===== src/rtl/bin2bcd_seq.sv =====
// bin2bcd_seq: sequential double-dabble converter, unsigned binary to packed BCD.
// One conversion per accepted start, one shift per clock.
// Ports:
//   clk      in   rising-edge clock
//   rst      in   synchronous active-high reset
//   start    in   conversion request, sampled only in IDLE
//   bin_in   in   BIN_W-bit unsigned operand, captured on accepted start
//   busy     out  high while shifting
//   done     out  one-cycle pulse when bcd_out/ovf are updated
//   bcd_out  out  4*DIGITS-bit packed BCD, digit 0 = units
//   ovf      out  value exceeded 10^DIGITS-1, bcd_out truncated
module bin2bcd_seq #(
    parameter int unsigned BIN_W  = 8,
    parameter int unsigned DIGITS = 3
) (
    input  logic                  clk,
    input  logic                  rst,
    input  logic                  start,
    input  logic [BIN_W-1:0]      bin_in,
    output logic                  busy,
    output logic                  done,
    output logic [4*DIGITS-1:0]   bcd_out,
    output logic                  ovf
);

    localparam int unsigned BCD_W = 4 * DIGITS;
    localparam int unsigned TOT_W = BCD_W + BIN_W;
    localparam int unsigned CNT_W = (BIN_W > 1) ? $clog2(BIN_W) : 1;
    localparam logic [CNT_W-1:0] CNT_LAST = CNT_W'(BIN_W - 1);

    typedef enum logic [1:0] {
        S_IDLE  = 2'd0,
        S_SHIFT = 2'd1,
        S_DONE  = 2'd2
    } state_t;

    state_t             r_state;
    state_t             w_state_next;
    logic [BIN_W-1:0]   r_shift;
    logic [BCD_W-1:0]   r_bcd;
    logic               r_acc;
    logic [CNT_W-1:0]   r_cnt;
    logic               r_busy;
    logic               r_done;
    logic [BCD_W-1:0]   r_bcd_out;
    logic               r_ovf;

    logic [BCD_W-1:0]   w_adj;
    logic [TOT_W-1:0]   w_cat;
    logic [TOT_W-1:0]   w_cat_sh;
    logic [BCD_W-1:0]   w_bcd_next;
    logic [BIN_W-1:0]   w_shift_next;
    logic               w_acc_next;
    logic               w_last;

    // State register
    always_ff @(posedge clk) begin
        if (rst) begin
            r_state <= S_IDLE;
        end else begin
            r_state <= w_state_next;
        end
    end

    // Next-state logic
    always_comb begin
        w_state_next = r_state;
        case (r_state)
            S_IDLE:  if (start)  w_state_next = S_SHIFT;
            S_SHIFT: if (w_last) w_state_next = S_DONE;
            S_DONE:  w_state_next = S_IDLE;
            default: w_state_next = S_IDLE;
        endcase
    end

    // Add-3 on every digit >= 5, all digits in parallel, ahead of the shift
    always_comb begin
        w_adj = '0;
        for (int k = 0; k < int'(DIGITS); k++) begin
            if (r_bcd[4*k +: 4] >= 4'd5) begin
                w_adj[4*k +: 4] = r_bcd[4*k +: 4] + 4'd3;
            end else begin
                w_adj[4*k +: 4] = r_bcd[4*k +: 4];
            end
        end
    end

    // Bit falling off the top digit means the value no longer fits
    assign w_cat        = {w_adj, r_shift};
    assign w_cat_sh     = w_cat << 1;
    assign w_bcd_next   = w_cat_sh[TOT_W-1 -: BCD_W];
    assign w_shift_next = w_cat_sh[BIN_W-1:0];
    assign w_acc_next   = r_acc | w_cat[TOT_W-1];
    assign w_last       = (r_cnt == CNT_LAST);

    // Datapath and registered outputs; done/busy follow the state being entered
    always_ff @(posedge clk) begin
        if (rst) begin
            r_shift   <= '0;
            r_bcd     <= '0;
            r_acc     <= 1'b0;
            r_cnt     <= '0;
            r_busy    <= 1'b0;
            r_done    <= 1'b0;
            r_bcd_out <= '0;
            r_ovf     <= 1'b0;
        end else begin
            r_busy <= (w_state_next == S_SHIFT);
            r_done <= (w_state_next == S_DONE);
            case (r_state)
                S_IDLE: begin
                    if (start) begin
                        r_shift <= bin_in;
                        r_bcd   <= '0;
                        r_acc   <= 1'b0;
                        r_cnt   <= '0;
                    end
                end
                S_SHIFT: begin
                    r_shift <= w_shift_next;
                    r_bcd   <= w_bcd_next;
                    r_acc   <= w_acc_next;
                    r_cnt   <= r_cnt + CNT_W'(1);
                    if (w_last) begin
                        r_bcd_out <= w_bcd_next;
                        r_ovf     <= w_acc_next;
                    end
                end
                default: ;
            endcase
        end
    end

    assign busy    = r_busy;
    assign done    = r_done;
    assign bcd_out = r_bcd_out;
    assign ovf     = r_ovf;

endmodule


===== config.mk =====
export PLATFORM = sky130hd
export DESIGN_NAME = bin2bcd_seq
export DESIGN_NICKNAME = d
export VERILOG_FILES = /design/src/rtl/bin2bcd_seq.sv
export SDC_FILE = /design/constraint.sdc
export NUM_CORES = 1
export LEC_CHECK = 0
export ABC_AREA = 1
export BUFFER_PORTS_ARGS = -buffer_cell sky130_fd_sc_hd__buf_2
export CAP_MARGIN = 20
export CORE_MARGIN = 5
export CORE_UTILIZATION = 60
export CTS_CLUSTER_DIAMETER = 150
export CTS_CLUSTER_SIZE = 24
export DETAILED_ROUTE_END_ITERATION = 8
export PLACE_DENSITY = 0.83
export REMOVE_ABC_BUFFERS = 1
export SYNTH_ARGS = -nofsm -noshare
export SYNTH_HDL_FRONTEND = slang
export SYNTH_SLANG_ARGS = --single-unit

===== constraint.sdc =====
create_clock -name clk -period 3.05 [get_ports clk]
set_input_delay 0.305 -clock clk [delete_from_list [all_inputs] [get_ports clk]]
set_output_delay 0.305 -clock clk [all_outputs]
set_load 0.02 [all_outputs]

# ---- Word-level counts from Yosys, hierarchy flattened
# Index checks and enable logic that the tools add are counted.
# W data, S select, Z words.
dict set report classes {
  order_cmp 3
  n_addsub 4
  n_reduce_logical 4
  muxes 14
  n_bitwise 1
  n_eq_ne 5
}
# operator count
set ops {}
lappend ops {{$pmux W12 S2} 1}
lappend ops {{$pmux W8 S2} 1}
lappend ops {{$add A4 B2 Y4 const B} 3}
lappend ops {{$ge A4 B3 Y1 const B} 3}
lappend ops {{$mux W12} 1}
lappend ops {{$mux W4} 3}
lappend ops {{$mux W8} 1}
lappend ops {{$pmux W3 S2} 1}
lappend ops {{$eq A2 B1 Y1 const B} 2}
lappend ops {{$mux W2} 2}
lappend ops {{$pmux W2 S2} 1}
lappend ops {{$reduce_and A2 Y1} 2}
lappend ops {{$add A3 B1 Y3 const B} 1}
lappend ops {{$eq A3 B3 Y1 const B} 1}
lappend ops {{$mux W3} 1}
lappend ops {{$eq A2 B2 Y1 const B} 1}
lappend ops {{$logic_not A2 Y1} 1}
lappend ops {{$ne A2 B2 Y1 const B} 1}
lappend ops {{$pmux W1 S2} 1}
lappend ops {{$reduce_bool A2 Y1} 1}
lappend ops {{$mux W1} 1}
lappend ops {{$or A1 B1 Y1} 1}
dict set report totals {
  ff_bits 41
  out_inout_bits 15
  wordCells 40
  in_bits 11
}

# ---- Logic depth before layout (Yosys ltp)
dict set report logic_depth {
  depth_word 4
  ltp_mapped 9
  depth_no_buf 9
}

# ---- Least setup slack after synthesis
# Ideal clock, no wire load.
dict set report synth_path {
  kind {reg2reg}
  from {reg r_cnt[0]}
  to {reg r_bcd_out[1] (netlist: bcd_out[1])}
  path_stages_with_launch 9
  setup_slack_ns 1.763
  path_buffers 1
  synth_period_minus_slack_ns 1.287
  arrival_time_ns 1.216
  cell_sequence {dfxtp_1 ha_1 ha_1 nand2_2 nor2_4 inv_2 buf_2 nand2_1 a21oi_1}
}
dict set report synth_via {
  elab_chain_cells 2
}
# element line_no
set synth_rtl {}
lappend synth_rtl {{start, declared} 42} ;# logic [CNT_W-1:0] r_cnt;
lappend synth_rtl {{start signal, assigned} 123} ;# r_cnt <= r_cnt + CNT_W'(1);
lappend synth_rtl {{$eq A3 B3 Y1} 94} ;# assign w_last = (r_cnt == CNT_LAST);
lappend synth_rtl {{$reduce_and A2 Y1 (no line)} -}
lappend synth_rtl {{end signal, assigned} 125} ;# r_bcd_out <= w_bcd_next;
lappend synth_rtl {{end, declared} 45} ;# logic [BCD_W-1:0] r_bcd_out;
# No other way between the ends.
# A chain may end at the register's enable or synchronous reset.

# ---- Worst setup path after layout
dict set report layout_path {
  from {reg r_state[0]}
  to {reg r_shift[3]}
}
dict set report layout_via {
  elab_chain_cells 3
  elab_cells_between_ends 6
  classes_between {2 x eq/ne; 1 x mux; 3 x reduce/logical}
}
# element line_no
set layout_rtl {}
lappend layout_rtl {{start, declared} 37} ;# state_t r_state;
lappend layout_rtl {{start signal, assigned} 61} ;# r_state <= w_state_next;
lappend layout_rtl {{$eq A2 B1 Y1 / $logic_not A2 Y1 (equally long branches)} 110} ;# case (r_state)
lappend layout_rtl {{$reduce_bool A2 Y1 (no line) / $ne A2 B2 Y1 (equally long branches)} -}
lappend layout_rtl {{$reduce_and A2 Y1 (no line)} -}
lappend layout_rtl {{end signal, assigned} 113} ;# r_shift <= bin_in;
lappend layout_rtl {{end signal, assigned} 120} ;# r_shift <= w_shift_next;
lappend layout_rtl {{end, declared} 39} ;# logic [BIN_W-1:0] r_shift;
# Parallel ways exist; a longest one is shown, timed or not.

==> impl_metrics.py <==
metrics = {
    "final_layout": {
        "num_antenna_cells": 0,
        "area_growth_pct": 8.90,
        "num-nets-final": 299,
        "fillers": 297,
        "final_cell_mix": "75 x nand2_1, 41 x dfxtp_1, 34 x a21oi_1",
        "drive_above_1_share": 0.161,
        "final_area_um2": 2070,
        "final_common_cell": "nand2_1",
        "final_core_util": 0.677,
    },
    "synth": {
        "avgSynthCellArea_um2": 7.35,
        "async_flop_share": 0,
        "synth_ff_type": "dfxtp_1",
        "ys_seq_area_frac": 0.433,
        "synth_compound_area_frac": 0.135,
        "synth_area_leaders": "dfxtp_1 43%, nand2_1 15%, a21oi_1 9.0%, ha_1 5.3%, nand3_1 4.5%",
        "netlist_area_um2": 1900,
        "synth_top_area_frac": 0.433,
        "synth_fa_ha_area_frac": 0.0528,
        "syn_inst": 258,
        "synth_warnings": 0,
        "yosys.area.top_type": "dfxtp_1",
        "synth_top_family_by_area": "simple AND/OR/NAND/NOR gates",
        "synth-xor-area-share": 0,
        "synth_edf_count": 0,
        "synth_mux_area_frac": 0,
        "yosysUniqueCellTypes": 26,
        "synthSimpleGateAreaFrac": 0.297,
        "ys_ff_latch": 41,
    },
    "grt": {
        "grt_max_degree": 35,
        "grt_pass1_vias": 1672,
        "grt.total_usage": 0.189,
        "grt_pass1_wl_um": 6600,
        "grt-ovfl-total": 0,
        "antenna_found_initial": 0,
    },
    "power_and_ir_drop": {
        "p_int_mw": 0.678,
        "leakagePower_nw": 0.899,
        "totalPowerFinal_mw": 0.894,
        "pwr-share-seq": 0.621,
        "switching_share": 0.241,
        "combPwrFrac": 0.075,
        "p_sw_mw": 0.216,
        "power_density_nw_per_um2": 433,
        "p_clk_frac": 0.304,
        "peakVddDrop_v": 0.000372,
    },
    "sta": {
        "rsz0062_at_grt": "false",
        "whs_ns": 0.211,
        "worst_pin_slew_ns": 0.972,
        "slew_violations": 0,
        "hold_viol": 0,
        "fin_crit_ns": 1.75,
        "finalCritPeriodShare": 0.574,
        "max_freq_ghz": 0.571,
        "finalClockSkew_ns": 0.00817,
        "finalSetupViolations": 0,
        "fin_tns_setup_ns": 0,
        "relSlewSlack": 0.352,
    },
    "place": {
        "io_buffers": 25,
        "dpl_cell_area_um2": 2010,
        "dp_hpwl_um": 2570,
        "place.gp.congestion": 0.823,
    },
    "critical_path": {
        "worst-path-buf-inv": 1,
        "setup.worst_path.start": "r_state[0]",
        "critPathMostFrequentCell": "nor2_1",
        "path_cells": "inv_2 > nor2_2 > nor2_1 > nor2_1 > o21ai_0 > a21oi_1",
        "crit_path_max_incr_delay_ns": 0.73,
        "r2r_cells": 6,
        "crit_type": "reg -> reg",
        "slowest_stage": "nor2_2",
        "path_delay_family": "simple AND/OR/NAND/NOR gates",
        "worst-path-max-fanout": 23,
        "crit_required_ns": 3.33,
        "critPathCaptureType": "register",
        "rrSetupSlack_ns": 1.30,
        "reg2reg_from": "r_state[0]",
        "arrival_ns": 2.03,
        "startpoint_type": "register",
        "r2r_end": "r_shift[3]",
    },
    "cts": {
        "clockBufferDepth": 2,
        "clkLatencyLatePin_ns": 0.34,
        "clk_pin_slew_ns": 0.10,
        "cts_tree": "built",
        "cts-buffers-inserted": 5,
        "root_buffer": "clkbuf_4",
        "cts_resized": 0,
        "post_cts_buffers": 0,
        "cts_max_level": 2,
        "cts_sinks": 41,
        "postCtsHoldBufs": 0,
    },
    "floorplan": {
        "io_pins": 26,
        "fp.dieW_um": 66.2,
        "rows": 20,
        "dieArea_um2": 4390,
        "core_area_um2": 3050,
        "die_h_um": 66.2,
        "start_util": 0.621,
    },
    "route": {
        "num_vias": 1709,
        "dr.pass1.iters": 5,
        "ant_nets": 0,
        "dr_wl_met3_um": 230,
        "drt_iter0_markers": 95,
        "drc_errors": 0,
        "routedWlPerCell_um": 11.7,
        "top_layer": "met4",
        "wl_um": 3780,
        "met1Wirelength_um": 1720,
        "viasPerCell": 5.27,
        "wl_met2_um": 1800,
    },
    "worst_hold_path": {
        "min_from": "bin_in[0]",
        "holdPathEnd": "r_shift[0]",
        "min_path_type": "in -> reg",
        "hold_depth": 3,
    },
    "flow_run": {
        "drv_cap": 0,
    },
    "status": {
        "status": "completed",
    },
}
tightest hold or removal path, delay by kind of cell:
family          cells  cell delay, ns
simple gates        1            0.06
buf+inv             1            0.09
compound gates      1            0.06
metrics by stage:
step,setup slack (ns),cells
CTS,1.27,324
global placement,1.34,317
finish,1.30,324
detailed placement,1.31,317
floorplan,1.69,248
global route,1.09,324
area by class of cell:
| cell class | instances | area, um^2 | share of cell area |
|---|---|---|---|
| repair buffers | 25 | 125 | 0.0606 |
| inverters | 23 | 91.3 | 0.0442 |
| clock buffers | 7 | 55.1 | 0.0267 |
| flip-flops and latches | 41 | 821 | 0.397 |
| multi-input cells | 184 | 918 | 0.445 |
| well taps | 44 | 55.1 | 0.0267 |
metal layers:
layer / track usage / up-vias
met4: 0.0635 / 0
met5: 0 / -
li1: - / 883
met1: 0.221 / 784
met3: 0.0408 / 5
met2: 0.337 / 37
sequential cells by signal, indices dropped and copies added (netlist names):
signal   count
r_cnt        3
busy         1
ovf          1
done         1
r_acc        1
bcd_out     12
r_state      2
r_bcd       12
r_shift      8
cell usage after synthesis, types with 2 or more instances:
| library cell | instances |
|---|---|
| buf_2 | 2 |
| nor2_1 | 17 |
| dfxtp_1 | 41 |
| nand2_1 | 75 |
| inv_2 | 3 |
| clkbuf_1 | 4 |
| nand4_1 | 10 |
| a21oi_1 | 34 |
| o21ai_0 | 8 |
| nand2_2 | 3 |
| ha_1 | 8 |
| nand3_1 | 17 |
| nor2_2 | 2 |
| inv_1 | 19 |
| nor2_4 | 2 |
| buf_6 | 3 |
how the worst max path moves through the flow:
stage                       to  slack (ns)  depth (start not counted)
floorplan           r_shift[4]        1.69                          6
detailed placement  r_shift[1]        1.31                          6
CTS                 r_shift[1]        1.27                          6
global placement    r_shift[3]        1.34                          6
global route        r_shift[1]        1.09                          6
finish              r_shift[3]        1.30                          6
power by group through the flow:
stage	clock [mW]	sequential, mW	combinational, mW
after floorplan	0	0.567	0.0410
after global placement	0	0.567	0.0655
after detailed placement	0	0.567	0.0662
after CTS	0.280	0.555	0.0670
after global routing	0.301	0.557	0.0753
final	0.272	0.555	0.0667
kinds of logic after synthesis:
group,Yosys count
and+or+nand+nor,128
AOI/OAI and AO/OA,48
DFF,41
buffers and inverters,33
adders and majority gates,8
No activity file was read; power rests on OpenSTA's default activity.
